**src/rtl/cpub_rst_pkg.sv**
```systemverilog
// Shared types and pd_cpub_srst_con field positions for the CPUB reset-release sequencer.
package cpub_rst_pkg;

  typedef enum logic [2:0] {S_RST, S_SCU, S_DBG, S_CORE, S_DONE} main_st_e;
  typedef enum logic [1:0] {C_IDLE, C_WAITWFI, C_HOLD, C_REL} core_st_e;

  // Bit positions inside pd_cpub_srst_con (field layout fixed for up to 4 cores)
  localparam int SRST_SCU_BIT    = 0;
  localparam int SRST_PERIPH_BIT = 1;
  localparam int SRST_DBG_LSB    = 2;
  localparam int SRST_CORE_LSB   = 6;
  localparam int SRST_WD_LSB     = 10;
  localparam int SRST_CON_W      = 14;

endpackage

```
**src/rtl/cpub_core_rst_ctl.sv**
```systemverilog
// Per-core software reset controller: waits for WFI (or timeout), then pulses the core/wd reset.
module cpub_core_rst_ctl
  import cpub_rst_pkg::*;
#(
  parameter int CNT_W  = 8,
  parameter int WFI_TO = 1024,
  parameter int TO_W   = 11
) (
  input  logic             clk_cpub,
  input  logic             chiprstn,
  input  logic             frz,
  input  logic             active,
  input  logic             boot_rel,
  input  logic [CNT_W-1:0] hold_cyc,
  input  logic             req,
  input  logic             wfi,
  output logic             core_n,
  output logic             ack,
  output logic             to_flag
);

  localparam logic [TO_W-1:0] TO_LAST = TO_W'(WFI_TO - 1);

  core_st_e         st_q, st_d;
  logic [TO_W-1:0]  to_cnt_q, to_cnt_d;
  logic [CNT_W-1:0] hold_cnt_q, hold_cnt_d, hold_eff_q, hold_eff_d;
  logic             rel_q, rel_d, ack_q, ack_d, to_q, to_d;

  always_comb begin
    st_d       = st_q;
    to_cnt_d   = to_cnt_q;
    hold_cnt_d = hold_cnt_q;
    hold_eff_d = hold_eff_q;
    rel_d      = rel_q;
    ack_d      = 1'b0;
    to_d       = to_q;
    if (boot_rel) rel_d = 1'b1;
    case (st_q)
      C_IDLE: if (active && req) begin
        st_d     = C_WAITWFI;
        to_d     = 1'b0;
        to_cnt_d = '0;
      end
      // WFI has priority over a timeout landing on the same cycle
      C_WAITWFI: if (wfi || to_cnt_q == TO_LAST) begin
        st_d       = C_HOLD;
        to_d       = !wfi;
        rel_d      = 1'b0;
        hold_cnt_d = '0;
        hold_eff_d = (hold_cyc == '0) ? CNT_W'(1) : hold_cyc;
      end else begin
        to_cnt_d = to_cnt_q + 1'b1;
      end
      C_HOLD: if (hold_cnt_q == hold_eff_q - 1'b1) begin
        st_d  = C_REL;
        rel_d = 1'b1;
        ack_d = 1'b1;
      end else begin
        hold_cnt_d = hold_cnt_q + 1'b1;
      end
      C_REL:   st_d = C_IDLE;
      default: st_d = C_IDLE;
    endcase
  end

  always_ff @(posedge clk_cpub or negedge chiprstn) begin
    if (!chiprstn) begin
      st_q       <= C_IDLE;
      to_cnt_q   <= '0;
      hold_cnt_q <= '0;
      hold_eff_q <= '0;
      rel_q      <= 1'b0;
      ack_q      <= 1'b0;
      to_q       <= 1'b0;
    end else if (!frz) begin
      st_q       <= st_d;
      to_cnt_q   <= to_cnt_d;
      hold_cnt_q <= hold_cnt_d;
      hold_eff_q <= hold_eff_d;
      rel_q      <= rel_d;
      ack_q      <= ack_d;
      to_q       <= to_d;
    end
  end

  assign core_n  = rel_q;
  assign ack     = ack_q;
  assign to_flag = to_q;

endmodule

```
**src/rtl/cpub_rst_seq.sv**
```systemverilog
// CPUB reset-release sequencer: ordered boot release of SCU/debug/cores, then per-core soft resets.
module cpub_rst_seq
  import cpub_rst_pkg::*;
#(
  parameter int NCORE  = 4,
  parameter int CNT_W  = 8,
  parameter int WFI_TO = 1024,
  parameter int TO_W   = 11
) (
  input  logic             clk_cpub,
  input  logic             chiprstn,
  input  logic             soc_scan_mode,
  input  logic [CNT_W-1:0] step_cyc,
  input  logic [CNT_W-1:0] hold_cyc,
  input  logic [NCORE-1:0] core_boot_en,
  input  logic [NCORE-1:0] core_rst_req,
  input  logic [NCORE-1:0] standbywfi,
  output logic             srst_scu_n,
  output logic             srst_periph_n,
  output logic [NCORE-1:0] srst_dbg_n,
  output logic [NCORE-1:0] srst_core_n,
  output logic [NCORE-1:0] srst_wd_n,
  output logic             seq_done,
  output logic [NCORE-1:0] core_rst_ack,
  output logic [NCORE-1:0] core_rst_to
);

  localparam int IDX_W = (NCORE > 1) ? $clog2(NCORE) : 1;

  main_st_e         st_q, st_d;
  logic [CNT_W-1:0] step_cnt_q, step_cnt_d, step_eff_q, step_eff_d, eff_step;
  logic [IDX_W-1:0] idx_q, idx_d, nxt_idx;
  logic             nxt_vld, step_hit, scu_q, scu_d, done_q, done_d;
  logic [NCORE-1:0] dbg_q, dbg_d, boot_rel, core_n;
  logic [SRST_CON_W-1:0] srst_con, srst_out;

  assign eff_step = (step_cyc == '0) ? CNT_W'(1) : step_cyc;
  assign step_hit = (step_cnt_q == step_eff_q - 1'b1);

  // Lowest boot-enabled core above the current one; disabled cores cost no time
  always_comb begin
    nxt_vld = 1'b0;
    nxt_idx = '0;
    for (int i = NCORE - 1; i >= 0; i--) begin
      if ((core_boot_en[i] || i == 0) && i > int'(idx_q)) begin
        nxt_vld = 1'b1;
        nxt_idx = IDX_W'(i);
      end
    end
  end

  always_comb begin
    st_d       = st_q;
    step_cnt_d = step_cnt_q;
    step_eff_d = step_eff_q;
    idx_d      = idx_q;
    scu_d      = scu_q;
    dbg_d      = dbg_q;
    done_d     = done_q;
    case (st_q)
      S_RST: begin
        st_d       = S_SCU;
        step_cnt_d = '0;
        step_eff_d = eff_step;
      end
      S_SCU, S_DBG, S_CORE: if (step_hit) begin
        step_cnt_d = '0;
        step_eff_d = eff_step;
        if (st_q == S_SCU) begin
          scu_d = 1'b1;
          st_d  = S_DBG;
        end else if (st_q == S_DBG) begin
          dbg_d = '1;
          st_d  = S_CORE;
          idx_d = '0;
        end else if (nxt_vld) begin
          idx_d = nxt_idx;
        end else begin
          st_d = S_DONE;
        end
      end else begin
        step_cnt_d = step_cnt_q + 1'b1;
      end
      S_DONE:  done_d = 1'b1;
      default: st_d = S_RST;
    endcase
  end

  always_comb begin
    for (int i = 0; i < NCORE; i++)
      boot_rel[i] = (st_q == S_CORE) && step_hit && (int'(idx_q) == i);
  end

  always_ff @(posedge clk_cpub or negedge chiprstn) begin
    if (!chiprstn) begin
      st_q       <= S_RST;
      step_cnt_q <= '0;
      step_eff_q <= '0;
      idx_q      <= '0;
      scu_q      <= 1'b0;
      dbg_q      <= '0;
      done_q     <= 1'b0;
    end else if (!soc_scan_mode) begin
      st_q       <= st_d;
      step_cnt_q <= step_cnt_d;
      step_eff_q <= step_eff_d;
      idx_q      <= idx_d;
      scu_q      <= scu_d;
      dbg_q      <= dbg_d;
      done_q     <= done_d;
    end
  end

  for (genvar i = 0; i < NCORE; i++) begin : g_core
    cpub_core_rst_ctl #(.CNT_W(CNT_W), .WFI_TO(WFI_TO), .TO_W(TO_W)) u_ctl (
      .clk_cpub (clk_cpub),
      .chiprstn (chiprstn),
      .frz      (soc_scan_mode),
      .active   (st_q == S_DONE),
      .boot_rel (boot_rel[i]),
      .hold_cyc (hold_cyc),
      .req      (core_rst_req[i]),
      .wfi      (standbywfi[i]),
      .core_n   (core_n[i]),
      .ack      (core_rst_ack[i]),
      .to_flag  (core_rst_to[i])
    );
  end

  always_comb begin
    srst_con                               = '0;
    srst_con[SRST_SCU_BIT]                 = scu_q;
    srst_con[SRST_PERIPH_BIT]              = scu_q;
    srst_con[SRST_DBG_LSB  +: NCORE]       = dbg_q;
    srst_con[SRST_CORE_LSB +: NCORE]       = core_n;
    srst_con[SRST_WD_LSB   +: NCORE]       = core_n;
  end

  // Scan bypass is the only combinational input-to-output path
  assign srst_out      = soc_scan_mode ? {SRST_CON_W{chiprstn}} : srst_con;
  assign srst_scu_n    = srst_out[SRST_SCU_BIT];
  assign srst_periph_n = srst_out[SRST_PERIPH_BIT];
  assign srst_dbg_n    = srst_out[SRST_DBG_LSB  +: NCORE];
  assign srst_core_n   = srst_out[SRST_CORE_LSB +: NCORE];
  assign srst_wd_n     = srst_out[SRST_WD_LSB   +: NCORE];
  assign seq_done      = done_q;

endmodule

```
**config.mk**
```make
export PLATFORM = sky130hd
export DESIGN_NAME = cpub_rst_seq
export DESIGN_NICKNAME = d
export VERILOG_FILES = /design/src/rtl/cpub_rst_pkg.sv /design/src/rtl/cpub_core_rst_ctl.sv /design/src/rtl/cpub_rst_seq.sv
export SDC_FILE = /design/constraint.sdc
export NUM_CORES = 1
export LEC_CHECK = 0
export BUFFER_PORTS_ARGS = -buffer_cell sky130_fd_sc_hd__buf_2
export CORE_ASPECT_RATIO = 1.25
export CORE_MARGIN = 4
export CORE_UTILIZATION = 40
export CTS_CLUSTER_SIZE = 10
export DETAILED_ROUTE_END_ITERATION = 8
export SLEW_MARGIN = 15
export SYNTH_ARGS = -nofsm -noshare
export SYNTH_HDL_FRONTEND = slang
export SYNTH_SLANG_ARGS = --single-unit
```
**constraint.sdc**
```tcl
create_clock -name clk_cpub -period 5.6 [get_ports clk_cpub]
set_input_delay 0.56 -clock clk_cpub [delete_from_list [all_inputs] [get_ports clk_cpub]]
set_output_delay 0.56 -clock clk_cpub [all_outputs]
set_load 0.005 [all_outputs]
```
==> run_results.csv <==
group,metric,value,unit
critical_path,start_kind,"flop",
routing,num_vias,6858,
die,die_w,141.9,µm
run_status,status,"finished clean",
grt,grt_first_pass_wirelength,32.50,mm
die,placementRows,61,
critical_path,r2r_setup_slack,2280,ps
grt,grt_pass1_vias,6660,
finish,antennaDiodeCount,0,
place,gp_congestion,0.7888,
clock_network,root_buffer,"clkbuf_16",
sta,fin_hold_ws,154.1,ps
routing,routedLengthMet1,8.781,mm
routing,dr_wl_met2,9.354,mm
yosys,seq_area_frac_synth,0.4242,
critical_path,crit_required,5910,ps
routing,wl_per_cell,14.69,µm
place,io_buffers,52,
yosys,ys_warn_count,0,
die,fp.dieH,175.4,µm
finish,fin_util,0.4491,
finish,multiInputGateArea,0.004757,mm²
critical_path,cp-end-kind,"flop",
clock_network,numCtsBuffers,17,
place,place_area,0.009388,mm²
yosys,synth_top_cells_by_area,"dfrtp_1, mux2_2, xnor2_1, nor2_1, ha_1",
yosys,synth_compound_area_frac,0.1362,
critical_path,arrival,3640,ps
critical_path,path_max_fanout,11,
grt,grt_max_degree,85,
clock_network,post-cts-setup-buffers,0,
sta,fin_skew,8.950,ps
routing,drt_iter0_markers,331,
yosys,syn_area_per_cell,9.389,µm²
yosys,async_flop_share,1.000,
sta,relSlewSlack,0.3633,
sta,slew_viol_final,0,
yosys,synth-adder-area-share,0.03768,
min_path,hold_path_class,"in -> async",
yosys,synth_edf_count,0,
yosys,synth-simple-area-share,0.2216,
grt,grt_antenna_before_repair,0,
yosys,synth_seq_cells,152,
place,dp_hpwl,13.63,mm
finish,drive_above_1_share,0.1505,
yosys,yosys.area.top_type,"dfrtp_1",
die,io_pins,54,
yosys,synth_top_family_by_area,"simple AND/OR/NAND/NOR gates",
sta,fmax,0.3008,GHz
critical_path,path_class,"reg -> reg",
grt,grt_util_all_layers,0.1589,
finish,final_area,0.009941,mm²
clock_network,cts_resized,0,
yosys,synthTopCellsByCount,"dfrtp_1, nor2_1, nand2_1, o21ai_0",
die,core_area,0.02213,mm²
sta,post-route-period-util,0.5936,
yosys,synth_cell_types,79,
pwr,p_leak,4.308,nW
finish,synthToLayoutAreaGrowth,10.87,%
sta,setup_tns,0,ps
yosys,synth_top_area_frac,0.4242,
routing,first_pass_iters,4,
yosys,synthMuxAreaShare,0.05205,
sta,rsz0062_at_grt,"false",
clock_network,worstSkewPairLatency,430,ps
routing,ant_nets,0,
routing,routed_wl,18.89,mm
yosys,syn-num-nets,1013,
yosys,syn_inst,955,
pwr,p_total,0.004534,W
routing,dr_wl_met3,468,µm
die,die-area,0.02489,mm²
pwr,p_per_area,456.1,mW/mm²
routing,avgViaCountPerCell,5.333,
sta,min_period,3324,ps
yosys,netlist_area,0.008966,mm²
clock_network,clk_pin_slew,70,ps
finish,fillers,2146,
clock_network,cts_tree,"done",
sta,setup_viol,0,
clock_network,htree_levels,4,
pwr,peakVddDrop,247.8,µV
grt,grt-ovfl-total,0,
clock_network,cts_buffer_depth,2,
die,initial_core_util,0.4051,
sta,worstMarginPinSlew,947.8,ps
yosys,synth_ff_type,"dfrtp_1",
finish,seq_area,0.003804,mm²
finish,nets,1048,
sta,finalHoldViolations,0,
yosys,synthXorXnorAreaFrac,0.08303,
flow_run,cap_violations,0,
routing,top_layer_used,"met4",
yosys,yosysMostFrequentCell,"dfrtp_1",
clock_network,holdBufCountCts,0,
clock_network,clock-sinks,152,
routing,drc,0,
placed cells by master (no fill, tap or decap), types with 4 or more instances in the layout:
cell,netlist,final
a21o_1,5,5
a21oi_1,41,41
a31o_2,5,5
a31oi_1,7,7
a32o_1,5,5
and2_1,12,12
and3_1,10,10
and3b_1,4,4
and4_1,6,6
buf_2,3,51
buf_4,16,4
clkbuf_16,0,17
dfrtp_1,152,152
ha_1,27,27
inv_1,47,47
inv_6,0,7
mux2_2,37,37
mux2i_1,5,5
nand2_1,80,80
nand2b_1,12,12
nand3_1,39,39
nand3b_1,8,8
nand4_1,19,19
nor2_1,98,98
nor2b_1,8,8
nor3_1,33,33
nor3b_1,7,7
nor4_1,10,10
o211ai_1,4,4
o21ai_0,51,51
o31ai_1,11,11
o32a_1,5,5
or2_2,4,4
or3_1,6,6
or4_1,9,9
xnor2_1,47,47
xor2_1,38,38
metrics by stage:
| stage | setup slack [ps] | instances |
|---|---|---|
| 3_5_place_dp | 2255 | 1254 |
| 2_1_floorplan | 2728 | 955 |
| 5_1_grt | 2021 | 1286 |
| 3_3_place_gp | 2297 | 1254 |
| 6_report | 2276 | 1286 |
| 4_1_cts | 2245 | 1286 |
logic make-up (layout without fill, tap and decap cells):
| kind of cell | after synthesis | after routing |
|---|---|---|
| flops | 152 | 152 |
| xor+xnor | 85 | 85 |
| buf+inv | 87 | 135 |
| simple gates | 385 | 385 |
| mux | 42 | 42 |
| compound gates | 177 | 177 |
| fa+ha+maj | 27 | 27 |
flip-flops by register name, indices dropped and copies added, names as in the netlist:
signal                   cells
step_eff_q                   8
seq_done                     1
g_core.u_ctl.hold_eff_q     32
g_core.u_ctl.hold_cnt_q     32
g_core.u_ctl.to_flag         4
g_core.u_ctl.core_n          4
step_cnt_q                   8
st_q                         3
scu_q                        1
idx_q                        2
g_core.u_ctl.to_cnt_q       44
g_core.u_ctl.st_q            8
g_core.u_ctl.ack             4
dbg_q                        1
worst max-delay path, stage by stage (launching register included):
cell,delay [ps]
dfrtp_1,410
inv_1,90
ha_1,190
or3b_1,390
or4_1,440
a2111oi_2,370
o311a_2,350
nor2_1,100
nor2_2,450
mux2_2,400
worst paths after layout:
path,startpoint,end,depth (start not counted)
worst max-delay path,step_eff_q[0],step_eff_q[3],9
worst min-delay path,chiprstn,g_core[2].u_ctl.to_cnt_q[7],1
worst max register to register,step_eff_q[0],step_eff_q[3],9
worst min register to register,dbg_q[0],dbg_q[0],2
max in group asynchronous,chiprstn,g_core[3].u_ctl.hold_cnt_q[2],2
min in group clk_cpub,standbywfi[3],g_core[3].u_ctl.to_flag,2
per-layer routing:
| layer | track usage | vias up |
|---|---|---|
| met3 | 0.02696 | 22 |
| met5 | 0 | - |
| li1 | - | 3477 |
| met4 | 0.05000 | 0 |
| met1 | 0.2088 | 3287 |
| met2 | 0.2672 | 72 |
layout make-up:
class | count | share of cell area
timing repair buffer | 56 | 0.02983
inverter | 47 | 0.01775
sequential | 152 | 0.3826
tap | 283 | 0.03562
clock inverter | 14 | 0.01145
multi-input combinational | 716 | 0.4785
clock buffer | 18 | 0.04418
where the power goes:
part / switching, W / internal [W] / total [W]
clock: 0.000500 / 0.000590 / 0.00109
combinational: 0.000874 / 0.000776 / 0.00165
sequential: 0.000390 / 0.00140 / 0.00179
total: 0.00176 / 0.00277 / 0.00453
Power figures use the tool's default switching activity.
